## src/rtl/uart_tx_arbiter.sv

```systemverilog
// Round-robin arbiter sharing one uart_core transmitter among N_REQ byte requesters.
// Define UART_ARB_FIXED_PRIO_EN for fixed lowest-index-wins priority instead of round-robin.
module uart_tx_arbiter #(
    parameter int unsigned N_REQ     = 4,
    parameter logic [3:0]  ADDR_DATA = 4'h0,
    parameter logic [3:0]  ADDR_STAT = 4'h1,
    parameter int unsigned POLL_GAP  = 2
) (
    input  logic                 clk_i,
    input  logic                 arst_n_i,
    input  logic [N_REQ-1:0]     req_valid_i,
    input  logic [8*N_REQ-1:0]   req_data_i,
    output logic [N_REQ-1:0]     req_ready_o,
    output logic [N_REQ-1:0]     grant_o,
    output logic                 busy_o,
    output logic [3:0]           avm_address_o,
    output logic                 avm_read_o,
    output logic                 avm_write_o,
    output logic [7:0]           avm_writedata_o,
    input  logic [7:0]           avm_readdata_i
);

    localparam int unsigned IDX_W = (N_REQ > 1) ? $clog2(N_REQ) : 1;
    localparam int unsigned GAP_W = 4;

    typedef enum logic [2:0] {
        S_IDLE,
        S_POLL_RD,
        S_POLL_CHK,
        S_GAP,
        S_WRITE
    } state_e;

    state_e             state_q, state_d;
    logic [7:0]         hold_q, hold_d;
    logic [IDX_W-1:0]   idx_q, idx_d;
    logic [GAP_W-1:0]   gap_q, gap_d;

    logic               win_found;
    logic [IDX_W-1:0]   win_idx;
    logic [7:0]         win_data;

    logic [N_REQ-1:0]   grant_q, grant_d;
    logic               busy_q, busy_d;
    logic [3:0]         addr_q, addr_d;
    logic               read_q, read_d;
    logic               write_q, write_d;
    logic [7:0]         wdata_q, wdata_d;

    logic [6:0]         unused_readdata;
    assign unused_readdata = avm_readdata_i[7:1];

`ifndef UART_ARB_FIXED_PRIO_EN
    logic [IDX_W-1:0]   last_q, last_d;
    logic               hi_found, lo_found;
    logic [IDX_W-1:0]   hi_idx, lo_idx;
`endif

    // Winner selection; descending scans leave the lowest qualifying index in place
    always_comb begin
        win_found = 1'b0;
        win_idx   = '0;
`ifdef UART_ARB_FIXED_PRIO_EN
        for (int i = int'(N_REQ) - 1; i >= 0; i--) begin
            if (req_valid_i[i]) begin
                win_found = 1'b1;
                win_idx   = IDX_W'(i);
            end
        end
`else
        hi_found = 1'b0;
        lo_found = 1'b0;
        hi_idx   = '0;
        lo_idx   = '0;
        for (int i = int'(N_REQ) - 1; i >= 0; i--) begin
            if (req_valid_i[i]) begin
                if (IDX_W'(i) > last_q) begin
                    hi_found = 1'b1;
                    hi_idx   = IDX_W'(i);
                end else begin
                    lo_found = 1'b1;
                    lo_idx   = IDX_W'(i);
                end
            end
        end
        win_found = hi_found | lo_found;
        win_idx   = hi_found ? hi_idx : lo_idx;
`endif
        win_data = '0;
        for (int i = 0; i < int'(N_REQ); i++) begin
            if (win_idx == IDX_W'(i)) win_data = req_data_i[8*i +: 8];
        end
    end

    always_ff @(posedge clk_i or negedge arst_n_i) begin
        if (!arst_n_i) begin
            state_q <= S_IDLE;
            hold_q  <= '0;
            idx_q   <= '0;
            gap_q   <= '0;
`ifndef UART_ARB_FIXED_PRIO_EN
            last_q  <= IDX_W'(N_REQ - 1);
`endif
        end else begin
            state_q <= state_d;
            hold_q  <= hold_d;
            idx_q   <= idx_d;
            gap_q   <= gap_d;
`ifndef UART_ARB_FIXED_PRIO_EN
            last_q  <= last_d;
`endif
        end
    end

    always_comb begin
        state_d = state_q;
        hold_d  = hold_q;
        idx_d   = idx_q;
        gap_d   = gap_q;
`ifndef UART_ARB_FIXED_PRIO_EN
        last_d  = last_q;
`endif
        case (state_q)
            S_IDLE: begin
                if (win_found) begin
                    state_d = S_POLL_RD;
                    hold_d  = win_data;
                    idx_d   = win_idx;
                end
            end
            S_POLL_RD: state_d = S_POLL_CHK;
            // Status data returns one cycle after the read strobe
            S_POLL_CHK: begin
                if (avm_readdata_i[0]) begin
                    state_d = S_WRITE;
                end else if (POLL_GAP == 0) begin
                    state_d = S_POLL_RD;
                end else begin
                    state_d = S_GAP;
                    gap_d   = '0;
                end
            end
            S_GAP: begin
                if (gap_q == GAP_W'(POLL_GAP - 1)) begin
                    state_d = S_POLL_RD;
                    gap_d   = '0;
                end else begin
                    gap_d   = gap_q + GAP_W'(1);
                end
            end
            S_WRITE: begin
                state_d = S_IDLE;
`ifndef UART_ARB_FIXED_PRIO_EN
                last_d  = idx_q;
`endif
            end
            default: state_d = S_IDLE;
        endcase
    end

    // Bus/grant outputs are decoded from the next state so the flops track the state register
    always_comb begin
        req_ready_o = '0;
        grant_d     = '0;
        busy_d      = (state_d != S_IDLE);
        read_d      = (state_d == S_POLL_RD);
        write_d     = (state_d == S_WRITE);
        addr_d      = write_d ? ADDR_DATA : ADDR_STAT;
        wdata_d     = write_d ? hold_d : 8'h00;
        for (int i = 0; i < int'(N_REQ); i++) begin
            grant_d[i] = busy_d && (idx_d == IDX_W'(i));
            if (arst_n_i && (state_q == S_IDLE) && win_found && (win_idx == IDX_W'(i))) begin
                req_ready_o[i] = 1'b1;
            end
        end
    end

    always_ff @(posedge clk_i or negedge arst_n_i) begin
        if (!arst_n_i) begin
            grant_q <= '0;
            busy_q  <= 1'b0;
            addr_q  <= ADDR_STAT;
            read_q  <= 1'b0;
            write_q <= 1'b0;
            wdata_q <= '0;
        end else begin
            grant_q <= grant_d;
            busy_q  <= busy_d;
            addr_q  <= addr_d;
            read_q  <= read_d;
            write_q <= write_d;
            wdata_q <= wdata_d;
        end
    end

    assign grant_o         = grant_q;
    assign busy_o          = busy_q;
    assign avm_address_o   = addr_q;
    assign avm_read_o      = read_q;
    assign avm_write_o     = write_q;
    assign avm_writedata_o = wdata_q;

endmodule
```

## config.mk

```make
export PLATFORM = sky130hd
export DESIGN_NAME = uart_tx_arbiter
export DESIGN_NICKNAME = d
export VERILOG_FILES = /design/src/rtl/uart_tx_arbiter.sv
export SDC_FILE = /design/constraint.sdc
export NUM_CORES = 1
export LEC_CHECK = 0
export ABC_CLOCK_PERIOD_IN_PS = 2200
export BUFFER_PORTS_ARGS = -buffer_cell sky130_fd_sc_hd__buf_4
export CAP_MARGIN = 25
export CORE_MARGIN = 3
export CORE_UTILIZATION = 40
export CTS_BUF_LIST = sky130_fd_sc_hd__clkbuf_4 sky130_fd_sc_hd__clkbuf_8
export DETAILED_ROUTE_END_ITERATION = 8
export PLACE_DENSITY = 0.71
export REMOVE_ABC_BUFFERS = 1
export SYNTH_ARGS = -nofsm -noshare
export SYNTH_HDL_FRONTEND = slang
export SYNTH_SLANG_ARGS = --single-unit
```

## constraint.sdc

```tcl
create_clock -name clk_i -period 2.2 [get_ports clk_i]
set_input_delay 0.33 -clock clk_i [delete_from_list [all_inputs] [get_ports clk_i]]
set_output_delay 0.33 -clock clk_i [all_outputs]
set_load 0.01 [all_outputs]
```

== Yosys cells after proc, flatten, opt, wreduce, memory -nomap -nowiden ==
Index checks and enable logic that the tools add are counted.

* Word-level logic and storage cells: 101
* Input bits: 46
* Register bits: 35

* Add/sub/neg operators: 1
* Reductions and logical operators: 16
* Multiplexer cells: 54
* Magnitude comparators: 4
* Bitwise operators: 1
* Equal/unequal tests: 14

{| class="wikitable"
|+ Operators by type and width
! kind !! number
|-
| 8-bit two-way mux || 7
|-
| 2-bit two-way mux || 19
|-
| 1-bit two-way mux || 21
|-
| 3-bit case mux with 4 select lines || 1
|-
| 1-bit logical AND || 10
|-
| 3-bit two-way mux || 3
|-
| 2-bit == test (second input constant) || 4
|-
| 4-bit two-way mux || 2
|-
| 4-bit case mux with 2 select lines || 1
|-
| 3-bit by 1-bit == test with 1-bit output (second input constant) || 2
|-
| 3-bit by 2-bit == test with 1-bit output (second input constant) || 2
|-
| 3-bit == test (second input constant) || 2
|-
| 4-bit by 1-bit adder with 4-bit output (second input constant) || 1
|-
| 2-bit by 1-bit == test with 1-bit output (second input constant) || 2
|-
| 4-bit by 1-bit == test with 1-bit output (second input constant) || 1
|-
| 1-bit by 2-bit greater-than comparator with 1-bit output (first input constant) || 2
|-
| 2-bit greater-than comparator (first input constant) || 2
|-
| 2-bit logical NOT || 2
|-
| 3-bit logical NOT || 1
|-
| 3-bit nonzero test || 1
|-
| 2-bit inequality test (second input constant) || 1
|-
| 2-bit AND reduction || 1
|-
| 2-bit nonzero test || 1
|-
| 1-bit OR || 1
|}

== Depth between registers and ports, before layout ==
Gate-level depths: netlist of the first run.

* Depth after elaboration: 18
* Depth in mapped cells: 7
* Mapped depth without buffers: 6

== Least setup slack after synthesis of the first run ==
OpenSTA, ideal clock, no wires.

* Path type: register -> output
* Start point: reg last_q[1]
* End point: out req_ready_o[2]
* Required time: 1.870 ns
* Slack: 0.251 ns
* Stages on the path, launching flop included: 8
* Buffers on the path: 2
* Arrival: 1.619 ns
* Cell sequence: dfstp_2 buf_6 nand2_1 a31oi_1 and2_0 buf_2 nand2_1 nor2_1

* Word-level cells in the longest chain between the ends: 13
* Elaborated cells on any way between the ends: 42
* Classes of those cells: order compare (4); eq/ne (1); mux (34); bitwise (1); reduce/logical (2)

{| class="wikitable"
|+ Ends and longest elaborated chain
! item !! line !! text
|-
| start, declared || 54 || <nowiki>logic [IDX_W-1:0] last_q, last_d;</nowiki>
|-
| start signal, assigned || 102 || <nowiki>last_q <= IDX_W'(N_REQ - 1);</nowiki>
|-
| start signal, assigned || 110 || <nowiki>last_q <= last_d;</nowiki>
|-
| 2-bit greater-than comparator || 77 || <nowiki>if (IDX_W'(i) > last_q) begin</nowiki>
|-
| 2-bit two-way mux or 1-bit two-way mux (tied branches) || 77 ||
|-
| 2-bit two-way mux or 1-bit two-way mux (tied branches) || 76 || <nowiki>if (req_valid_i[i]) begin</nowiki>
|-
| 2-bit two-way mux or 1-bit two-way mux (tied branches) || 77 ||
|-
| 2-bit two-way mux or 1-bit two-way mux (tied branches) || 76 ||
|-
| 2-bit two-way mux or 1-bit two-way mux (tied branches) || 77 ||
|-
| 2-bit two-way mux or 1-bit two-way mux (tied branches) || 76 ||
|-
| 2-bit two-way mux or 1-bit two-way mux (tied branches) || 77 ||
|-
| 2-bit two-way mux or 1-bit two-way mux (tied branches) || 76 ||
|-
| 2-bit two-way mux or 1-bit OR (tied branches) || 87, 86 ||
|-
| 2-bit == test or 1-bit logical AND (tied branches) || 172 || <nowiki>if (arst_n_i && (state_q == S_IDLE) && win_found && (win_idx == IDX_W'(i))) begin</nowiki>
|-
| 1-bit logical AND * || 172 ||
|-
| 1-bit two-way mux * || 172 ||
|-
| end, declared || 13 || <nowiki>output logic [N_REQ-1:0] req_ready_o,</nowiki>
|}

Mark *: on every way between the ends. The rest lies on a longest branch, timed or not.

== Final worst setup path of the first run ==
Ends and elaborated chain as after synthesis.

==> impl_results.rst, run 1 <==
.. list-table::
   :header-rows: 1

   * - Metric
     - Value
   * - Number of flops mapped to enable cells by yosys
     - 0
   * - Number of buffers and inverters on the critical path
     - 1
   * - Arrival time of data at the critical path endpoint
     - 1.78 ns
   * - First-pass GRT wire length
     - 6872 um
   * - Synthesis-to-layout area growth
     - 37.73%
   * - Count of distinct cell types in the synthesized netlist
     - 45
   * - R2r setup slk
     - 0.28 ns
   * - Sequential cell area fraction in the yosys report
     - 46.37%
   * - Clock buffer depth
     - 2
   * - Final-report hold violation count
     - 0
   * - Async SR Flop Fraction
     - 100.0%
   * - Die H
     - 74.86 um
   * - Final core occ
     - 58.39%
   * - Total wire length
     - 4492 um
   * - Full die area
     - 5604 um^2
   * - Final antenna-violating net count
     - 0
   * - Most prevalent standard cell on the critical path
     - sky130_fd_sc_hd__nor2_1
   * - Largest net degree at the start of global routing
     - 29
   * - Final setup fails
     - 0
   * - Most used cells in the layout excluding fill and tap cells
     - sky130_fd_sc_hd__buf_4 (76), sky130_fd_sc_hd__dfrtp_1 (32), sky130_fd_sc_hd__nand2_1 (29)
   * - Setup repair after global routing missed its margin
     - true
   * - Most used DFF post-synth
     - sky130_fd_sc_hd__dfrtp_1
   * - Kind of launch point of the worst setup path
     - register
   * - Starting Density
     - 42.39%
   * - Via count of the first global-routing pass
     - 1,473
   * - Critical-path top delay cell
     - sky130_fd_sc_hd__dfstp_2
   * - Classification of the worst-slack hold path
     - in2reg
   * - CTS HTree Levels
     - 2
   * - Count of unresolved DRC violations after routing
     - 0
   * - Detail Placement HPWL
     - 3245 um
   * - Average footprint of a synthesized cell
     - 9.983 um^2
   * - Area share of the largest cell type after synthesis
     - 42.22%
   * - Critical path cell sequence
     - mux2i_2 -> o2bb2ai_2 -> nor2_1 -> nand2_1 -> nor2_1 -> buf_4
   * - Number of synthesized register bits
     - 35
   * - IO Count
     - 69
   * - Final period demand of the worst path
     - 2.106 ns
   * - Cells after Synth
     - 190
   * - Required time of the worst setup path
     - 1.87 ns
   * - Per-cell via count in the routed design
     - 5.198
   * - Met1 GRT Util
     - 23.65%
   * - Detailed router's first-iteration violation count
     - 123
   * - Tot GR Track Use
     - 16.48%
   * - Vias
     - 1,653
   * - Area of the mapped netlist
     - 1897 um^2
   * - Number of buffer cells added on primary ports
     - 58
   * - Final Cycle Share
     - 95.72%
   * - Achievable Freq
     - 0.4749 GHz
   * - CTS Sinks
     - 35
   * - Antenna violations before repair
     - 0
   * - Clock Latency Late Sink
     - 0.29 ns
   * - Core ar.
     - 4474 um^2
   * - Tightest Pin Transition
     - 0.6218 ns
   * - Worst setup path class
     - reg2out
   * - Most common library cell in the layout ignoring fill and taps
     - sky130_fd_sc_hd__buf_4
   * - Clk root buf
     - sky130_fd_sc_hd__clkbuf_8
   * - Cell Rows
     - 24
   * - Largest area contributor in the synthesized netlist
     - sky130_fd_sc_hd__dfrtp_1
   * - Number of iterations in the first detailed-routing pass
     - 4
   * - Static Leak
     - 1.274 nW
   * - TNS Setup
     - 0 ns
   * - Global routing met3 resource utilization
     - 4.139%
   * - Dominant delay contributor by cell family on the critical path
     - flip-flops
   * - Die X
     - 74.86 um
   * - Final slew viol count
     - 0
   * - TritonCTS buffer count
     - 5
   * - Number of warnings reported in the yosys synthesis log
     - 0
   * - Synth area leaders
     - sky130_fd_sc_hd__dfrtp_1 (42%), sky130_fd_sc_hd__nand2_1 (5.7%), sky130_fd_sc_hd__mux2i_1 (5.3%)
   * - Routing usage on met2
     - 24.08%
   * - Max-cap violations
     - 0
   * - CTS tree
     - built
   * - Status
     - finished clean
   * - Element type at the critical path end
     - output port
   * - Clock transition at the register clock pins on the worst setup and hold paths after CTS
     - 0.07 ns
   * - Power per unit of standard cell area
     - 1245 nW/um^2
   * - Inserted Diodes
     - 0
   * - Worst-case headroom to the max-slew limit
     - 58.11%
   * - Global-route layer with the greatest usage
     - met2
   * - Maximum fanout along the worst path
     - 6
   * - Remaining global-route overflow
     - 0
   * - Max IR drop VDD
     - 659.0 uV
   * - Worst clock skew on the final layout
     - 0.007436 ns
   * - Slowest cell delay on critical path
     - 0.60 ns
   * - Wire length per cell after detailed routing
     - 14.13 um
   * - RD Place Congestion
     - 0.7220
   * - NumNets Final
     - 313
   * - Layout cells sized above 1
     - 38.35%
worst paths after layout:
check                         startpoint                 end  cells past startpoint
setup / recovery               last_q[1]      req_ready_o[2]                      6
hold / removal             req_data_i[8]  avm_writedata_o[0]                      3
setup reg to reg              state_q[2]  avm_writedata_o[4]                      5
hold reg to reg                hold_q[3]  avm_writedata_o[3]                      1
max in group asynchronous       arst_n_i    avm_address_o[0]                      3
min in group asynchronous       arst_n_i           hold_q[1]                      2
through the flow:
| stage | hold WS [ns] | instances | power, mW | setup WS (ns) | cell area, um^2 |
|---|---|---|---|---|---|
| 6_report | 0.3127 | 318 | 3.252 | 0.09412 | 2613 |
| 2_1_floorplan | 0.03441 | 181 | 1.970 | 0.2010 | 1815 |
| 3_5_place_dp | 0.1705 | 301 | 2.507 | 0.01733 | 2391 |
| 3_3_place_gp | 0.1701 | 301 | 2.475 | 0.01644 | 2391 |
| 4_1_cts | 0.2994 | 312 | 3.153 | 0.01296 | 2546 |
| 5_1_grt | 0.3064 | 318 | 3.485 | -0.008454 | 2613 |
synth_stat cells (4+ instances only):
| cell | instances |
|---|---|
| sky130_fd_sc_hd__nand3_1 | 13 |
| sky130_fd_sc_hd__inv_1 | 6 |
| sky130_fd_sc_hd__o221ai_1 | 4 |
| sky130_fd_sc_hd__mux2i_1 | 10 |
| sky130_fd_sc_hd__a21oi_1 | 11 |
| sky130_fd_sc_hd__a2bb2oi_1 | 4 |
| sky130_fd_sc_hd__dfrtp_1 | 32 |
| sky130_fd_sc_hd__o21ai_0 | 8 |
| sky130_fd_sc_hd__buf_4 | 4 |
| sky130_fd_sc_hd__buf_6 | 4 |
| sky130_fd_sc_hd__nor2_1 | 15 |
| sky130_fd_sc_hd__nand2_1 | 29 |
logic make-up after synthesis:
logic type | after synthesis | share of synthesized area [%]
AOI/OAI and AO/OA | 49 | 20.65
xor gates and xnor gates | 1 | 0.4618
adders and majority gates | 2 | 1.319
buffers and inverters | 17 | 5.870
DFF | 35 | 46.37
muxes | 12 | 6.465
other | 1 | 0.1977
and+or+nand+nor | 73 | 18.67
tightest hold or removal path, delay by kind of cell:
kind                   cells  cell delay, ns
buffers and inverters      1            0.11
AND/OR/NAND/NOR            1            0.06
AO/OA/AOI/OAI              1            0.06
where the power goes:
| group | switching [mW] | internal [mW] | total (mW) |
|---|---|---|---|
| Clock | 0.224 | 0.366 | 0.591 |
| Sequential | 0.169 | 0.893 | 1.06 |
| Combinational | 0.820 | 0.779 | 1.60 |
| Total | 1.21 | 2.04 | 3.25 |
routing by layer:
layer	vias to the layer above	routed length, um
met5	-	0
met4	0	38
met3	5	281
met2	59	2167
met1	772	2004
li1	817	-
sequential cells by signal, summed over array words and instances (netlist names):
register and cells:
gap_q 4, avm_writedata_o 8, avm_write_o 1, idx_q 2, busy_o 1, grant_o 4
avm_address_o 1, last_q 2, hold_q 8, avm_read_o 1, state_q 3
timing repair:
item,CTS,global route
buffers inserted,2,6
hold buffers,1,0
pin swaps,0,3
gates resized for setup,2,4
setup endpoints to repair,4,4
endpoints found under the hold margin,7,0
cell type report:
| cell class | instances | area (um^2) |
|---|---|---|
| clock buffers | 6 | 82.58 |
| clock inverters | 2 | 35.03 |
| fillers | 404 | 1862 |
| inverters | 6 | 22.52 |
| multi-input cells | 140 | 947.2 |
| flip-flops and latches | 35 | 879.6 |
| well taps | 52 | 65.06 |
| repair buffers | 77 | 580.6 |
Note: power is estimated with default switching activity, not from simulation.
==> run 2: changes to the inputs <==
--- a/config.mk
+++ b/config.mk
@@ -8,11 +8,13 @@
 export ABC_CLOCK_PERIOD_IN_PS = 2200
 export BUFFER_PORTS_ARGS = -buffer_cell sky130_fd_sc_hd__buf_4
 export CAP_MARGIN = 25
+export CELL_PAD_IN_SITES_DETAIL_PLACEMENT = 1
+export CELL_PAD_IN_SITES_GLOBAL_PLACEMENT = 2
 export CORE_MARGIN = 3
-export CORE_UTILIZATION = 40
+export CORE_UTILIZATION = 30
 export CTS_BUF_LIST = sky130_fd_sc_hd__clkbuf_4 sky130_fd_sc_hd__clkbuf_8
 export DETAILED_ROUTE_END_ITERATION = 8
-export PLACE_DENSITY = 0.71
+export PLACE_DENSITY = 0.85
 export REMOVE_ABC_BUFFERS = 1
 export SYNTH_ARGS = -nofsm -noshare
 export SYNTH_HDL_FRONTEND = slang
==> run 2 against run 1 <==
Final cell count is 5.0% higher. First-iteration DRC count is 52% lower. Sequential cell count stayed put. Critical path depth is 1 lower. Via count is 1.5% lower. Combinational power hardly changed. Clock skew hardly changed. Die area is 30% higher.
==> impl_results.rst, run 2 (same netlist as run 1, synthesis figures left out) <==
.. list-table::
   :header-rows: 1

   * - Metric
     - Value
   * - Clk root buf
     - sky130_fd_sc_hd__clkbuf_8
   * - Clock Latency Late Sink
     - 0.28 ns
   * - Synthesis-to-layout area growth
     - 38.46%
   * - Worst Setup SP
     - last_q[1]
   * - TritonCTS buffer count
     - 5
   * - NumNets Final
     - 306
   * - Static Leak
     - 1.241 nW
   * - Worst clock skew on the final layout
     - 0.007150 ns
   * - Clock transition at the register clock pins on the worst setup and hold paths after CTS
     - 0.07 ns
   * - Most used cells in the layout excluding fill and tap cells
     - sky130_fd_sc_hd__buf_4 (67), sky130_fd_sc_hd__dfrtp_1 (32), sky130_fd_sc_hd__nand2_1 (29)
   * - Total power of the final layout
     - 3.190 mW
   * - Placed standard-cell area
     - 2410 um^2
   * - IO Count
     - 69
   * - CTS Sinks
     - 35
   * - Final slew viol count
     - 0
   * - Count of unresolved DRC violations after routing
     - 0
   * - Max-cap violations
     - 0
   * - Per-cell via count in the routed design
     - 4.874
   * - Maximum fanout along the worst path
     - 5
   * - Die X
     - 85.52 um
   * - Achievable Freq
     - 0.4755 GHz
   * - Final-report hold violation count
     - 0
   * - Classification of the worst-slack hold path
     - in2reg
   * - R2R depth
     - 4
   * - RD Place Congestion
     - 0.7403
   * - Worst-case headroom to the max-slew limit
     - 57.91%
   * - CTS HTree Levels
     - 2
   * - Tightest Pin Transition
     - 0.6248 ns
   * - Setup repair after global routing missed its margin
     - true
   * - Full die area
     - 7313 um^2
   * - Tot GR Track Use
     - 14.57%
   * - Power per unit of standard cell area
     - 1215 nW/um^2
   * - Antenna violations before repair
     - 0
   * - Worst reg2reg path endpoint
     - grant_o[0]
   * - Wire length per cell after detailed routing
     - 15.50 um
   * - Highest routing layer actually used
     - met4
   * - Sum of routed wire segments on met1
     - 2324 um
   * - Final Cycle Share
     - 95.59%
   * - Cell Rows
     - 28
   * - Number of buffer cells added on primary ports
     - 58
   * - Final setup fails
     - 0
   * - Most common library cell in the layout ignoring fill and taps
     - sky130_fd_sc_hd__buf_4
   * - Inserted Diodes
     - 0
   * - Crit Reg-Reg Startpoint
     - state_q[2]
   * - Required time of the worst setup path
     - 1.87 ns
   * - Number of iterations in the first detailed-routing pass
     - 4
   * - Die H
     - 85.52 um
   * - Layout cells sized above 1
     - 39.38%
   * - Largest net degree at the start of global routing
     - 22
   * - Final design instance area without fill
     - 2626 um^2
   * - Via count of the first global-routing pass
     - 1,732
   * - Metal3 WL
     - 277 um
   * - Status
     - finished clean
   * - First-pass GRT wire length
     - 8459 um
   * - Max IR drop VDD
     - 355.3 uV
   * - Kind of launch point of the worst setup path
     - register
   * - Clock buffer depth
     - 2
   * - Remaining global-route overflow
     - 0
   * - Starting Density
     - 31.48%
   * - Worst setup path class
     - reg2out
   * - Detail Placement HPWL
     - 3917 um
   * - R2r setup slk
     - 0.33 ns
   * - Element type at the critical path end
     - output port
   * - Arrival time of data at the critical path endpoint
     - 1.77 ns
   * - Final core occ
     - 43.58%
   * - Final period demand of the worst path
     - 2.103 ns
   * - Worst Setup EP
     - req_ready_o[0]
   * - Core ar.
     - 6026 um^2
   * - Vias
     - 1,628
   * - Detailed router's first-iteration violation count
     - 59
   * - Total wire length
     - 5177 um
   * - Fillers
     - 691
   * - CTS tree
     - built
   * - Final antenna-violating net count
     - 0
   * - Total length of routed met2 wires
     - 2542 um
-- run 2: cell types whose count changed in the layout (fill, tap and decap cells not counted), sizes merged --
cell	delta
clkbuf	+2
clkinv	-1
buf	-7
bufinv	-1
-- run 2: routing by layer --
metal  up-vias  global-route usage, %
met4         0                  3.885
met1       773                  19.11
li1        805                      -
met3         4                  3.266
met5         -                      0
met2        46                  24.29
-- run 2: power by group --
part	switching (mW)	internal, mW	leakage, nW
clock network	0.221	0.298	0.0549
logic	0.832	0.744	0.741
registers	0.203	0.894	0.446
-- run 2: repair_timing --
item                                    in CTS  in global routing
hold endpoints to repair                    14                  0
pin swaps                                    1                  3
buffers inserted                             2                  2
hold buffers                                 1                  0
endpoints found under the setup margin       3                  4
resized for setup                            1                 15
-- run 2: critical path: stages, from the launching register on --
cell                        delay, ns
sky130_fd_sc_hd__dfstp_2         0.59
sky130_fd_sc_hd__mux2i_4         0.26
sky130_fd_sc_hd__a2bb2oi_2       0.25
sky130_fd_sc_hd__nand2_4         0.12
sky130_fd_sc_hd__nor2_1          0.13
sky130_fd_sc_hd__buf_4           0.13
-- run 2: layout make-up --
class | instances | area, um^2 | share of cell area (%)
multi-input combinational | 140 | 982.2 | 37.40
sequential | 35 | 879.6 | 33.49
timing repair buffer | 70 | 544.3 | 20.72
clock buffer | 8 | 103.9 | 3.954
tap | 75 | 93.84 | 3.573
inverter | 6 | 22.52 | 0.8576
-- run 2: how the worst min path moves through the flow --
stage                         from            endpoint  cells after the start  slack (ns)
floorplan                 arst_n_i          avm_read_o                      0        0.03
global placement          arst_n_i            idx_q[0]                      1        0.21
detailed placement        arst_n_i           hold_q[6]                      1        0.21
CTS                 req_data_i[14]  avm_writedata_o[6]                      3        0.31
global route        req_data_i[12]  avm_writedata_o[4]                      3        0.32
finish              req_data_i[14]  avm_writedata_o[6]                      3        0.31
-- run 2: metrics by stage --
stage | instances | setup slack, ns | hold slack, ns | setup TNS, ns
after global routing | 334 | -0.005724 | 0.3197 | -0.008007
final | 334 | 0.09698 | 0.3123 | 0
after global placement | 321 | 0.2425 | 0.2104 | 0
after floorplan | 181 | 0.2010 | 0.03441 | 0
after detailed placement | 321 | 0.1828 | 0.2089 | 0
after CTS | 332 | 0.007561 | 0.3064 | 0
==> run 3: changes to the inputs <==
--- a/config.mk
+++ b/config.mk
@@ -14,7 +14,7 @@
 export CORE_UTILIZATION = 30
 export CTS_BUF_LIST = sky130_fd_sc_hd__clkbuf_4 sky130_fd_sc_hd__clkbuf_8
 export DETAILED_ROUTE_END_ITERATION = 8
-export PLACE_DENSITY = 0.85
+export PLACE_DENSITY = 0.79
 export REMOVE_ABC_BUFFERS = 1
 export SYNTH_ARGS = -nofsm -noshare
 export SYNTH_HDL_FRONTEND = slang
==> run 3 against run 2 <==
Count of clock-buffer cells in the layout shrank 3. Clock power increased by 13%. Via count is 1.8% higher. Hold slack got worse by 0.0028 ns. Sequential share of layout area shrank 0.17 points. Wire length increased by 3.1%. Global-route usage is 0.32 points higher. Utilization is 0.23 points higher. Power is 2.2% higher.
==> impl_results.rst, run 3 (same netlist as run 1, synthesis figures left out) <==
.. list-table::
   :header-rows: 1

   * - Metric
     - Value
   * - First-pass GRT wire length
     - 8521 um
   * - Final Cycle Share
     - 96.26%
   * - Die X
     - 85.52 um
   * - Arrival time of data at the critical path endpoint
     - 1.79 ns
   * - Required time of the worst setup path
     - 1.87 ns
   * - Wire length per cell after detailed routing
     - 15.75 um
   * - Per-cell via count in the routed design
     - 4.888
   * - Classification of the worst-slack hold path
     - in2reg
   * - Vias
     - 1,657
   * - Worst setup path class
     - reg2out
   * - IO Count
     - 69
   * - Final-report hold violation count
     - 0
   * - TritonCTS buffer count
     - 5
   * - Achievable Freq
     - 0.4722 GHz
   * - Final antenna-violating net count
     - 0
   * - RD Place Congestion
     - 0.7107
   * - Final slew viol count
     - 0
   * - Detailed router's first-iteration violation count
     - 34
   * - Remaining global-route overflow
     - 0
   * - Worst Slack Setup Final
     - 0.08223 ns
   * - Most used cells in the layout excluding fill and tap cells
     - sky130_fd_sc_hd__buf_4 (74), sky130_fd_sc_hd__dfrtp_1 (32), sky130_fd_sc_hd__nand2_1 (29)
   * - Largest net degree at the start of global routing
     - 26
   * - NumNets Final
     - 311
   * - Full die area
     - 7313 um^2
   * - Starting Density
     - 31.48%
   * - Synthesis-to-layout area growth
     - 39.18%
   * - Via count of the first global-routing pass
     - 1,700
   * - Most common library cell in the layout ignoring fill and taps
     - sky130_fd_sc_hd__buf_4
   * - Cell Rows
     - 28
   * - Layout cells sized above 1
     - 40.15%
   * - Total power of the final layout
     - 3.262 mW
   * - Fillers
     - 707
   * - CTS tree
     - built
   * - Total wire length
     - 5338 um
   * - Dominant delay contributor by cell family on the critical path
     - flip-flops
   * - Number of buffers and inverters on the critical path
     - 1
   * - Worst-case headroom to the max-slew limit
     - 54.54%
   * - Antenna violations before repair
     - 0
   * - Slowest cell delay on critical path
     - 0.63 ns
   * - Status
     - finished clean
   * - Maximum fanout along the worst path
     - 7
   * - Clock Latency Late Sink
     - 0.29 ns
   * - Element type at the critical path end
     - output port
   * - Final setup fails
     - 0
   * - Die H
     - 85.52 um
   * - Number of iterations in the first detailed-routing pass
     - 4
   * - R2r setup slk
     - 0.16 ns
   * - CTS HTree Levels
     - 2
   * - Clock buffer depth
     - 2
   * - Count of unresolved DRC violations after routing
     - 0
   * - Static Leak
     - 1.259 nW
   * - Core ar.
     - 6026 um^2
   * - Clock transition at the register clock pins on the worst setup and hold paths after CTS
     - 0.08 ns
   * - Tightest Pin Transition
     - 0.6748 ns
   * - Max-cap violations
     - 0
   * - Worst clock skew on the final layout
     - 0.006692 ns
   * - Detail Placement HPWL
     - 3995 um
   * - Clk root buf
     - sky130_fd_sc_hd__clkbuf_8
   * - Final period demand of the worst path
     - 2.118 ns
   * - Power per unit of standard cell area
     - 1235 nW/um^2
   * - Kind of launch point of the worst setup path
     - register
   * - Critical path cell sequence
     - or2b_1 -> a21oi_2 -> o21ai_4 -> nor2_1 -> buf_4
   * - DP Worst Slack
     - 0.1677 ns
   * - CTS Sinks
     - 35
   * - Setup repair after global routing missed its margin
     - true
   * - Inserted Diodes
     - 0
   * - Critical-path top delay cell
     - sky130_fd_sc_hd__dfstp_2
   * - Max IR drop VDD
     - 557.1 uV
   * - Number of buffer cells added on primary ports
     - 58
   * - Tot GR Track Use
     - 14.90%
-- run 3: worst min-delay path, cell delays in order --
cell and delay [ns]:
sky130_fd_sc_hd__buf_4 0.11, sky130_fd_sc_hd__nand3_1 0.06, sky130_fd_sc_hd__a21oi_1 0.06
-- run 3: power breakdown --
part,leakage (nW),internal (mW),switching (mW)
combinational,0.755,0.757,0.858
sequential,0.446,0.893,0.169
clock,0.0581,0.337,0.248
total,1.26,1.99,1.27
-- run 3: worst paths after layout --
| check | to | start | cells after the start |
|---|---|---|---|
| setup reg to reg | hold_q[4] | last_q[1] | 7 |
| min in group asynchronous | avm_writedata_o[5] | arst_n_i | 2 |
| max in group asynchronous | last_q[1] | arst_n_i | 3 |
| setup / recovery | req_ready_o[3] | last_q[0] | 5 |
| hold / removal | avm_writedata_o[4] | req_data_i[12] | 3 |
| hold reg to reg | avm_writedata_o[1] | hold_q[1] | 1 |
-- run 3: per-layer routing --
layer	up-vias	routed length, um	global-route usage [%]
li1	813	-	-
met1	794	2508	21.07
met2	46	2536	23.09
met3	4	261	3.650
met4	0	31	3.453
met5	-	0	0
-- run 3: through the flow --
step / util [%] / hold slack (ns) / instances / instance area, um^2 / TNS [ns]
after floorplan: - / 0.03441 / 181 / 1815 / 0
after CTS: 43.00 / 0.2962 / 337 / 2591 / -0.007055
final: 43.81 / 0.3096 / 339 / 2640 / 0
after global routing: 43.81 / 0.3188 / 339 / 2640 / -0.06009
after global placement: 40.28 / 0.1890 / 325 / 2427 / 0
after detailed placement: 40.28 / 0.1906 / 325 / 2427 / 0
-- run 3: layout make-up --
| class | count | area (um^2) | area share, % |
|---|---|---|---|
| clock buffers | 5 | 68.82 | 2.607 |
| clock inverters | 3 | 43.79 | 1.659 |
| inverters | 6 | 22.52 | 0.8531 |
| multi-input cells | 140 | 965.9 | 36.59 |
| flip-flops and latches | 35 | 879.6 | 33.32 |
| well taps | 75 | 93.84 | 3.555 |
| repair buffers | 75 | 565.5 | 21.42 |
-- run 3: repair_timing --
item | in CTS | in global routing
endpoints found under the hold margin | 10 | 0
resized for setup | 3 | 9
hold buffers | 1 | 0
setup buffers | 3 | 2
pin swaps | 1 | 1
setup endpoints to repair | 3 | 4
